**src/rtl/rom_pkg.sv**
```systemverilog
// Shared constants and FSM state type for the ROM load sequencer and its counters.
package rom_pkg;

  localparam int DATA_W = 8;
  localparam int ADDR_W = 5;
  localparam int DEPTH  = 32;
  localparam int CNT_W  = ADDR_W + 1;

  typedef enum logic {
    IDLE  = 1'b0,
    SWEEP = 1'b1
  } state_t;

endpackage

```
**src/rtl/rom_load_sequencer_if.sv**
```systemverilog
// Byte-stream handshake plus storage-block write/clear bus for rom_load_sequencer.
interface rom_load_sequencer_if;
  import rom_pkg::*;

  logic              In_valid;
  logic [DATA_W-1:0] In_data;
  logic              In_ready;
  logic              Clear_all;
  logic [DATA_W-1:0] D;
  logic [ADDR_W-1:0] A;
  logic              Load;
  logic              Clear;
  logic              Busy;
  logic              Full;
  logic [CNT_W-1:0]  Count;

  modport master (
    output In_valid, In_data, Clear_all,
    input  In_ready, D, A, Load, Clear, Busy, Full, Count
  );

  modport slave (
    input  In_valid, In_data, Clear_all,
    output In_ready, D, A, Load, Clear, Busy, Full, Count
  );

endinterface

```
**src/rtl/rom_addr_ctr.sv**
```systemverilog
// Address counter with synchronous clear, enable, natural wrap and terminal-count flag.
module rom_addr_ctr
  import rom_pkg::*;
#(
  parameter int W = ADDR_W
) (
  input  logic         clk,
  input  logic         rst,
  input  logic         clr,
  input  logic         en,
  output logic [W-1:0] q,
  output logic         tc
);

  // NOTE: sequential state uses non-blocking assignments so every flop samples pre-edge values.
  always_ff @(posedge clk) begin
    if (rst || clr) q <= '0;
    else if (en)    q <= q + 1'b1;
  end

  assign tc = &q;

endmodule

```
**src/rtl/rom_load_sequencer.sv**
```systemverilog
// Write/clear sequencer for the 32x8 storage block; all memory-side outputs registered.
// Optional build macro ROM_LOAD_WRAP_EN: write pointer wraps and overwrites instead of stopping at Full.
module rom_load_sequencer
  import rom_pkg::*;
(
  input  logic                 Clk,
  input  logic                 Reset,
  rom_load_sequencer_if.slave  bus
);

  state_t            state, state_next;
  logic              handshake;
  logic              sweep_done;
  logic [ADDR_W-1:0] wr_ptr, sweep_ptr;
  logic              wr_last, sweep_last;

  logic [DATA_W-1:0] d_q, d_next;
  logic [ADDR_W-1:0] a_q, a_next;
  logic              load_q, load_next;
  logic              clear_q, clear_next;
  logic              busy_q, busy_next;
  logic              full_q, full_set;
  logic [CNT_W-1:0]  count_q, count_inc;
  logic              in_ready;

`ifdef ROM_LOAD_WRAP_EN
  assign in_ready  = (state == IDLE) && !bus.Clear_all;
  assign count_inc = count_q[ADDR_W] ? count_q : count_q + 1'b1;
  assign full_set  = 1'b0;
`else
  assign in_ready  = (state == IDLE) && !full_q && !bus.Clear_all;
  assign count_inc = count_q + 1'b1;
  assign full_set  = wr_last;
`endif

  assign handshake  = bus.In_valid && in_ready;
  assign sweep_done = (state == SWEEP) && sweep_last;

  rom_addr_ctr #(.W(ADDR_W)) u_wr_ctr (
    .clk (Clk),
    .rst (Reset),
    .clr (sweep_done),
    .en  (handshake),
    .q   (wr_ptr),
    .tc  (wr_last)
  );

  // sweep_ptr tracks the address currently shown on A while sweeping.
  rom_addr_ctr #(.W(ADDR_W)) u_sweep_ctr (
    .clk (Clk),
    .rst (Reset),
    .clr (state == IDLE),
    .en  (state == SWEEP),
    .q   (sweep_ptr),
    .tc  (sweep_last)
  );

  // NOTE: every always_comb output gets a default first so no path can infer a latch.
  always_comb begin
    state_next = state;
    d_next     = d_q;
    a_next     = a_q;
    load_next  = 1'b0;
    clear_next = 1'b0;
    busy_next  = 1'b0;
    case (state)
      IDLE: begin
        if (bus.Clear_all) begin
          state_next = SWEEP;
          d_next     = '0;
          a_next     = '0;
          clear_next = 1'b1;
          busy_next  = 1'b1;
        end else if (handshake) begin
          d_next    = bus.In_data;
          a_next    = wr_ptr;
          load_next = 1'b1;
        end
      end
      SWEEP: begin
        d_next = '0;
        if (sweep_last) begin
          state_next = IDLE;
        end else begin
          a_next     = sweep_ptr + 1'b1;
          clear_next = 1'b1;
          busy_next  = 1'b1;
        end
      end
      default: state_next = IDLE;
    endcase
  end

  always_ff @(posedge Clk) begin
    if (Reset) begin
      state   <= IDLE;
      d_q     <= '0;
      a_q     <= '0;
      load_q  <= 1'b0;
      clear_q <= 1'b0;
      busy_q  <= 1'b0;
    end else begin
      state   <= state_next;
      d_q     <= d_next;
      a_q     <= a_next;
      load_q  <= load_next;
      clear_q <= clear_next;
      busy_q  <= busy_next;
    end
  end

  always_ff @(posedge Clk) begin
    if (Reset || sweep_done) begin
      count_q <= '0;
      full_q  <= 1'b0;
    end else if (handshake) begin
      count_q <= count_inc;
      full_q  <= full_set;
    end
  end

  assign bus.In_ready = in_ready;
  assign bus.D        = d_q;
  assign bus.A        = a_q;
  assign bus.Load     = load_q;
  assign bus.Clear    = clear_q;
  assign bus.Busy     = busy_q;
  assign bus.Full     = full_q;
  assign bus.Count    = count_q;

endmodule

```
**src/flat_wrapper.sv**
```systemverilog
// flat-port wrapper written by rule: the top's interface ports become plain ports
module rom_load_sequencer_flat import rom_pkg::*;
  (Clk, Reset, bus_In_valid, bus_In_data, bus_Clear_all, bus_In_ready, bus_D, bus_A, bus_Load, bus_Clear, bus_Busy, bus_Full, bus_Count);
  rom_load_sequencer_if bus_i ();
  input  logic Clk;
  input  logic Reset;
  input wire logic [$bits(bus_i.In_valid)-1:0] bus_In_valid;
  input wire logic [$bits(bus_i.In_data)-1:0] bus_In_data;
  input wire logic [$bits(bus_i.Clear_all)-1:0] bus_Clear_all;
  output wire logic [$bits(bus_i.In_ready)-1:0] bus_In_ready;
  output wire logic [$bits(bus_i.D)-1:0] bus_D;
  output wire logic [$bits(bus_i.A)-1:0] bus_A;
  output wire logic [$bits(bus_i.Load)-1:0] bus_Load;
  output wire logic [$bits(bus_i.Clear)-1:0] bus_Clear;
  output wire logic [$bits(bus_i.Busy)-1:0] bus_Busy;
  output wire logic [$bits(bus_i.Full)-1:0] bus_Full;
  output wire logic [$bits(bus_i.Count)-1:0] bus_Count;
  assign bus_i.In_valid = bus_In_valid;
  assign bus_i.In_data = bus_In_data;
  assign bus_i.Clear_all = bus_Clear_all;
  assign bus_In_ready = bus_i.In_ready;
  assign bus_D = bus_i.D;
  assign bus_A = bus_i.A;
  assign bus_Load = bus_i.Load;
  assign bus_Clear = bus_i.Clear;
  assign bus_Busy = bus_i.Busy;
  assign bus_Full = bus_i.Full;
  assign bus_Count = bus_i.Count;
  rom_load_sequencer u_core (.Clk(Clk), .Reset(Reset), .bus(bus_i));
endmodule
```
**config.mk**
```make
export PLATFORM = sky130hd
export DESIGN_NAME = rom_load_sequencer_flat
export DESIGN_NICKNAME = d
export VERILOG_FILES = /design/src/rtl/rom_pkg.sv /design/src/rtl/rom_load_sequencer_if.sv /design/src/rtl/rom_addr_ctr.sv /design/src/rtl/rom_load_sequencer.sv /design/src/flat_wrapper.sv
export SDC_FILE = /design/constraint.sdc
export NUM_CORES = 1
export LEC_CHECK = 0
export ABC_AREA = 1
export BUFFER_PORTS_ARGS = -buffer_cell sky130_fd_sc_hd__buf_4
export CORE_ASPECT_RATIO = 2
export CORE_MARGIN = 2
export CORE_UTILIZATION = 36
export DETAILED_ROUTE_END_ITERATION = 10
export MAX_ROUTING_LAYER = met4
export SLEW_MARGIN = 20
export SYNTH_ARGS = -nofsm -noshare
export SYNTH_HDL_FRONTEND = slang
export SYNTH_SLANG_ARGS = --single-unit
```
**constraint.sdc**
```tcl
create_clock -name Clk -period 3.25 [get_ports Clk]
set_clock_uncertainty 0.1 [all_clocks]
set_input_delay 0.65 -clock Clk [delete_from_list [all_inputs] [get_ports Clk]]
set_output_delay 0.65 -clock Clk [all_outputs]
set_load 0.03 [all_outputs]
```
==> results of run 1 <==
power groups by stage:
stage | logic [mW] | clock network, mW | registers, mW
floorplan | 0.0446 | 0 | 0.440
CTS | 0.0977 | 0.332 | 0.415
global route | 0.105 | 0.345 | 0.416
global placement | 0.0974 | 0 | 0.423
finish | 0.0959 | 0.321 | 0.414
detailed placement | 0.0975 | 0 | 0.423
cell families (layout without fill, tap and decap cells):
logic type / after synthesis / after routing / share of synthesized area
adders and majority gates: 5 / 5 / 0.0460
AOI/OAI and AO/OA: 24 / 24 / 0.0967
DFF: 32 / 32 / 0.471
buffers and inverters: 26 / 64 / 0.0819
and+or+nand+nor: 87 / 87 / 0.285
xor gates and xnor gates: 3 / 3 / 0.0193
worst max path at each step:
stage	to	slack [ns]	cells past startpoint
2_1_floorplan	bus_In_ready	1.31	3
3_3_place_gp	u_core.u_wr_ctr.q[1]$_SDFFE_PP0P_	1.27	4
3_5_place_dp	u_core.u_wr_ctr.q[4]$_SDFFE_PP0P_	1.24	4
4_1_cts	bus_In_ready	1.21	4
5_1_grt	bus_In_ready	1.15	4
6_report	bus_In_ready	1.23	4
metrics by stage:
| step | setup slack (ns) | area, um2 |
|---|---|---|
| 3_5_place_dp | 1.24 | 1660 |
| 2_1_floorplan | 1.31 | 1360 |
| 5_1_grt | 1.15 | 1750 |
| 6_report | 1.23 | 1750 |
| 4_1_cts | 1.21 | 1750 |
| 3_3_place_gp | 1.27 | 1660 |
layout make-up:
class                   count  area (um2)
fillers                   390        1860
flip-flops and latches     32         641
multi-input cells         119         607
repair buffers             35         263
clock buffers               7        96.3
inverters                  22        83.8
well taps                  49        61.3
sequential cells by signal, summed over array words and instances (netlist names):
signal,cells
u_core.bus.A,5
u_core.bus.Count,6
u_core.bus.D,8
u_core.bus.Full,1
u_core.bus.Load,1
u_core.state,1
u_core.u_sweep_ctr.q,5
u_core.u_wr_ctr.q,5
cells in the mapped netlist, drive strengths merged (2+ instances only):
cell type	count
nand3	17
nand2	46
buf	4
a21oi	13
o21ai	7
ha	5
or2	2
o22ai	2
dfxtp	32
a211oi	2
inv	21
nor2	20
xnor2	2
worst max-delay path, cell delays in order, from the launching register on:
cell and delay (ns):
sky130_fd_sc_hd__dfxtp_1 0.49, sky130_fd_sc_hd__inv_2 0.11, sky130_fd_sc_hd__nand2_1 0.17, sky130_fd_sc_hd__nor2_1 0.06, sky130_fd_sc_hd__buf_4 0.16
per-layer routing:
metal / GRT usage / part of all wire
met1: 0.131 / 0.37
met2: 0.279 / 0.56
met3: 0.0380 / 0.046
met4: 0.0833 / 0.027
met5: - / 0
==> Implementation_results.wiki, run 1 <==
{| class="wikitable"
! Metric !! Value
|-
| Run status || complete, no violations
|-
| Ant diodes || 0
|-
| Layout area overhead || 28.9%
|-
| Classification of the worst setup path || flop to primary output
|-
| Vias in the first global route || between 1000 and 1500
|-
| Cell Area, Synth || approximately 1400 um2
|-
| Most area-consuming cells after synthesis || sky130_fd_sc_hd__dfxtp_1 47%, sky130_fd_sc_hd__nand2_1 12%, sky130_fd_sc_hd__nand3_1 5.9%
|-
| Finished Core Util || 0.486
|-
| Chip height || 90.9 um
|-
| Biggest area consumer among synthesized cells || sky130_fd_sc_hd__dfxtp_1
|-
| Source of the critical timing path || u_core.state$_SDFF_PP0_
|-
| Initial core utilization || 0.377
|-
| Final TNS setup || 0 ns
|-
| Worst slack on hold paths || about 0.36 ns
|-
| Buffers inserted by post-CTS timing repair || 0
|-
| Actual slew at the worst max-slew pin || approximately 0.46 ns
|-
| Final Hold Viols || 0
|-
| Portion of total power attributed to combinational logic || 0.115
|-
| Pin count of the biggest net entering global routing || 17
|-
| Cell internal power dissipation || approximately 0.63 mW
|-
| Count of flip-flops with a built-in enable after synthesis || 0
|-
| Number of register bits inferred by synthesis || 32
|-
| Mean cell area of the mapped netlist || about 7.7 um2
|-
| # nets final || around 230
|-
| Wire length per cell after detailed routing || ~11 um
|-
| Max-cap violation count || 0
|-
| Power per Cell Area || ~470 nW/um2
|-
| Critical path arrival || approximately 1.3 ns
|-
| Inserted Clock Buffers || 5
|-
| Total number of H-tree levels || 2
|-
| Initial antenna violation count || 0
|-
| Kind of start point of the critical path || flop
|-
| Clock power frac || 0.386
|-
| Number of non-filler instances in the completed layout || 264
|-
| Worst Hold Path Cells || 2
|-
| Async set-or-reset flop fraction in the synthesized netlist || 0
|-
| I/O pin count || 36
|-
| Clock tree from TritonCTS || done
|-
| Weighted congestion at the end of routability-driven global placement || around 0.77
|-
| Area share of the largest cell type after synthesis || 0.471
|-
| Sw Pwr || just over 0.2 mW
|-
| Shortest period the worst path allows || between 2 and 2.5 ns
|-
| Maximum clock insertion buffer count || 2
|-
| Clock root buffer || sky130_fd_sc_hd__clkbuf_8
|-
| Setup repair after global routing missed its margin || no
|-
| CP endpoint kind || primary output
|-
| Reg2Reg Capture Point || u_core.u_wr_ctr.q[4]$_SDFFE_PP0P_
|-
| Routed wire length || just under 3 mm
|-
| Register area share after synthesis || 0.471
|-
| Highest attainable clock frequency || approximately 500 MHz
|-
| Synth Net Count || around 190
|-
| Number of sinks handled by clock tree synthesis || 32
|-
| Launch point of the worst reg-to-reg path || u_core.u_sweep_ctr.q[0]$_SDFFE_PP0P_
|-
| Global-route wire length before repair || 4.71 mm
|-
| Core area || roughly 3600 um2
|-
| Count of hold-fix buffers inserted at cts || 0
|-
| Peak ir drop on the vdd network || between 0.3 and 0.4 mV
|-
| Vias per Instance || between 4 and 5
|-
| Final HPWL DP || ~2.3 mm
|-
| Distinct cell type count after synthesis || 25
|-
| Fraction of power spent switching nets || 0.243
|-
| Crit path max fanout || 7
|-
| Type of the worst min-delay path || flop to flop
|-
| Clock-pin slew of the registers on the worst-case setup and hold paths || roughly 0.06 ns
|-
| Count of nets left with antenna violations after detail routing || 0
|-
| Overall routing resource usage || 0.155
|-
| Starting DRC count in detailed routing || 12
|-
| Proportion of power drawn by flip-flops and latches || 0.499
|-
| Die area || 4310 um2
|-
| Most common library cell in the layout ignoring fill and taps || sky130_fd_sc_hd__nand2_1
|-
| Final setup violating endpoints || 0
|-
| Main flop type after synthesis || sky130_fd_sc_hd__dfxtp_1
|-
| Post-Syn Instances || between 150 and 200
|-
| Yosys warnings || 0
|-
| Lkg Pwr || 0.803 nW
|-
| Overall via count from detail_route || approximately 1200
|-
| Later-pin clock latency in the skew report || 0.28 ns
|-
| Dpl cells || between 200 and 300
|-
| Capture endpoint of the worst hold path || u_core.bus.D[5]$_SDFFE_PP0P_
|-
| Number of port buffers || 35
|-
| Congestion Overflow GR || 0
|-
| HP Start || u_core.bus.D[5]$_SDFFE_PP0P_
|-
| Worst Path Required || between 2 and 3 ns
|-
| Flop-to-flop setup slack || ~1.4 ns
|-
| Die extent in x || 47.4 um
|-
| Post-route DRC violation count || 0
|-
| Max_slew headroom || 0.694
|-
| Cell count of the worst reg-to-reg path || 7
|-
| Post-route clock period utilization || 0.621
|-
| Leading cell types in the layout, fill and taps excluded || 44 x sky130_fd_sc_hd__nand2_1, 35 x sky130_fd_sc_hd__buf_4, 32 x sky130_fd_sc_hd__dfxtp_1
|-
| Number of instances resized during post-cts repair || 0
|-
| Total power of the final layout || ~0.83 mW
|-
| Fraction of final layout cells sized beyond drive strength 1 || 0.237
|-
| 1st-pass router iterations || 4
|-
| Std cell rows || 31
|-
| Max-slew violation count || 0
|}
Note: power is estimated with default switching activity, not from simulation.
==> run 2, diff against run 1 <==
==> constraint.sdc (replaced) <==
create_clock -name Clk -period 1.95 [get_ports Clk]
set_clock_uncertainty 0.1 [all_clocks]
set_input_delay 0.39 -clock Clk [delete_from_list [all_inputs] [get_ports Clk]]
set_output_delay 0.39 -clock Clk [all_outputs]
set_load 0.03 [all_outputs]
==> Implementation_results.wiki, run 2 (synthesis results as in run 1) <==
{| class="wikitable"
! Metric !! Value
|-
| Run status || complete, no violations
|-
| Overall via count from detail_route || 1207 (+0.92%)
|-
| Chip height || 90.9 um (unchanged)
|-
| Layout area overhead || 31.1%
|-
| FILL cells || 376 (-3.6%)
|-
| Most common library cell in the layout ignoring fill and taps || sky130_fd_sc_hd__nand2_1
|-
| Leading cell types in the layout, fill and taps excluded || 44 x sky130_fd_sc_hd__nand2_1, 39 x sky130_fd_sc_hd__buf_4, 32 x sky130_fd_sc_hd__dfxtp_1
|-
| Die extent in x || 47.4 um (unchanged)
|-
| Routed wire length || 3.02 mm (+3.2%)
|-
| Max_slew headroom || 0.804 (+0.110)
|-
| Kind of start point of the critical path || flop
|-
| Pin count of the biggest net entering global routing || 17 (unchanged)
|-
| Inserted Clock Buffers || 5 (unchanged)
|-
| Peak ir drop on the vdd network || 0.509 mV (+61%)
|-
| Buffers inserted by post-CTS timing repair || 0 (unchanged)
|-
| Max-cap violation count || 0 (unchanged)
|-
| FF/Latch Area || 641 um2 (unchanged)
|-
| Fraction of final layout cells sized beyond drive strength 1 || 0.251 (+0.0139)
|-
| 1st-pass router iterations || 4 (unchanged)
|-
| Setup WS post-layout || 0.172 ns (-1.06 ns)
|-
| Initial core utilization || 0.377 (unchanged)
|-
| Worst Path Required || 1.46 ns (-1.04 ns)
|-
| Classification of the worst setup path || flop to primary output
|-
| Post-route clock period utilization || 0.912
|-
| Actual slew at the worst max-slew pin || 0.294 ns (-0.164 ns)
|-
| Maximum clock insertion buffer count || 2 (unchanged)
|-
| CP max-delay cell || sky130_fd_sc_hd__dfxtp_1
|-
| Vias per Instance || 4.50 (-0.59%)
|-
| Clock tree from TritonCTS || done
|-
| Pre-CTS WS || 0.273 ns (-0.970 ns)
|-
| Clock-pin slew of the registers on the worst-case setup and hold paths || 0.06 ns (about the same)
|-
| # nets final || 236 (+1.7%)
|-
| Std cell rows || 31 (unchanged)
|-
| Type of the worst min-delay path || input port to flop
|-
| Number of instances resized during post-cts repair || 0 (unchanged)
|-
| Setup repair after global routing missed its margin || no
|-
| Total number of H-tree levels || 2 (unchanged)
|-
| Placed inst area || 1690 um2 (+1.8%)
|-
| Starting DRC count in detailed routing || 15 (+3)
|-
| Vias in the first global route || 1135 (-2.5%)
|-
| Final Hold Viols || 0 (unchanged)
|-
| Critical path arrival || 1.29 ns (+0.02 ns)
|-
| Cell count of the worst reg-to-reg path || 8 (+1)
|-
| Peak per-stage delay on the critical path || 0.49 ns (about the same)
|-
| Overall routing resource usage || 0.159 (+0.00363)
|-
| Final HPWL DP || 2.36 mm (+4.4%)
|-
| Worst Hold Path Cells || 2 (unchanged)
|-
| Weighted congestion at the end of routability-driven global placement || 0.797 (+3.3%)
|-
| Power per Cell Area || 785 nW/um2 (+66%)
|-
| Core area || 3610 um2 (unchanged)
|-
| Die area || 4310 um2 (unchanged)
|-
| Later-pin clock latency in the skew report || 0.28 ns (about the same)
|-
| Final setup violating endpoints || 0 (unchanged)
|-
| Total power of the final layout || 1.40 mW (+68%)
|-
| Initial antenna violation count || 0 (unchanged)
|-
| Lkg Pwr || 0.821 nW (+2.3%)
|-
| Crit path max fanout || 7 (unchanged)
|-
| Global-route wire length before repair || 4.75 mm (+0.89%)
|-
| Largest register FFs || 8 (unchanged)
|-
| Post-route DRC violation count || 0 (unchanged)
|-
| Count of hold-fix buffers inserted at cts || 0 (unchanged)
|-
| Ant diodes || 0 (unchanged)
|-
| Area of the multi-input gates || 607 um2 (unchanged)
|-
| Final non-filler cell area || 1780 um2 (+1.7%)
|-
| Number of sinks handled by clock tree synthesis || 32 (unchanged)
|-
| Congestion Overflow GR || 0 (unchanged)
|-
| Highest attainable clock frequency || about 560 MHz
|-
| Clock root buffer || sky130_fd_sc_hd__clkbuf_8
|-
| I/O pin count || 36 (unchanged)
|-
| Max-slew violation count || 0 (unchanged)
|-
| Wire length per cell after detailed routing || 11.3 um (+1.6%)
|-
| Cells traversed along the worst timing path || inv_2 > nand2_1 > nor2_1 > buf_4
|-
| Number of port buffers || 35 (unchanged)
|-
| Count of nets left with antenna violations after detail routing || 0 (unchanged)
|-
| Final TNS setup || 0 ns (unchanged)
|-
| Shortest period the worst path allows || ~1.8 ns
|-
| CP endpoint kind || primary output
|}
-- run 2: area by class of cell --
type                            instances  share of cell area
Sequential cell                        32               0.360
Multi-Input combinational cell        119               0.341
Timing Repair Buffer                   39               0.164
Clock buffer                            7              0.0541
Inverter                               22              0.0471
Tap cell                               49              0.0344
-- run 2: metal layers --
layer	vias up	GRT usage	share of wire
met1	525	0.125	0.36
met5	-	-	0
met2	33	0.298	0.57
met4	0	0.0694	0.021
met3	6	0.0440	0.049
li1	643	-	-
-- run 2: final timing paths --
path | startpoint | slack, ns | endpoint
worst min-delay path | Reset | 0.20 | u_core.bus.A[0]$_SDFFE_PP0P_
worst max-delay path | u_core.state$_SDFF_PP0_ | 0.17 | bus_In_ready
worst min register to register | u_core.bus.D[3]$_SDFFE_PP0P_ | 0.36 | u_core.bus.D[3]$_SDFFE_PP0P_
worst max register to register | u_core.u_sweep_ctr.q[0]$_SDFFE_PP0P_ | 0.28 | u_core.bus.Count[3]$_SDFFE_PP0P_
-- run 2: metrics by stage --
| step | hold slack (ns) | cells | utilization |
|---|---|---|---|
| detailed placement | 0.357 | 261 | 0.467 |
| global route | 0.198 | 268 | 0.494 |
| global placement | 0.351 | 261 | 0.467 |
| CTS | 0.190 | 268 | 0.494 |
| finish | 0.201 | 268 | 0.494 |
| floorplan | 0.356 | 177 | - |
-- run 2: worst max-delay path, delay by kind of cell (launching register included) --
kind                   cells  cell delay [ns]
buffers and inverters      2             0.28
flip-flops                 1             0.49
AND/OR/NAND/NOR            2             0.23
-- run 2: power by group --
group	switching (mW)	internal (mW)	total [mW]	leakage [nW]
clock network	0.229	0.314	0.542	0.0503
logic	0.102	0.0636	0.166	0.511
registers	0.0161	0.675	0.691	0.260
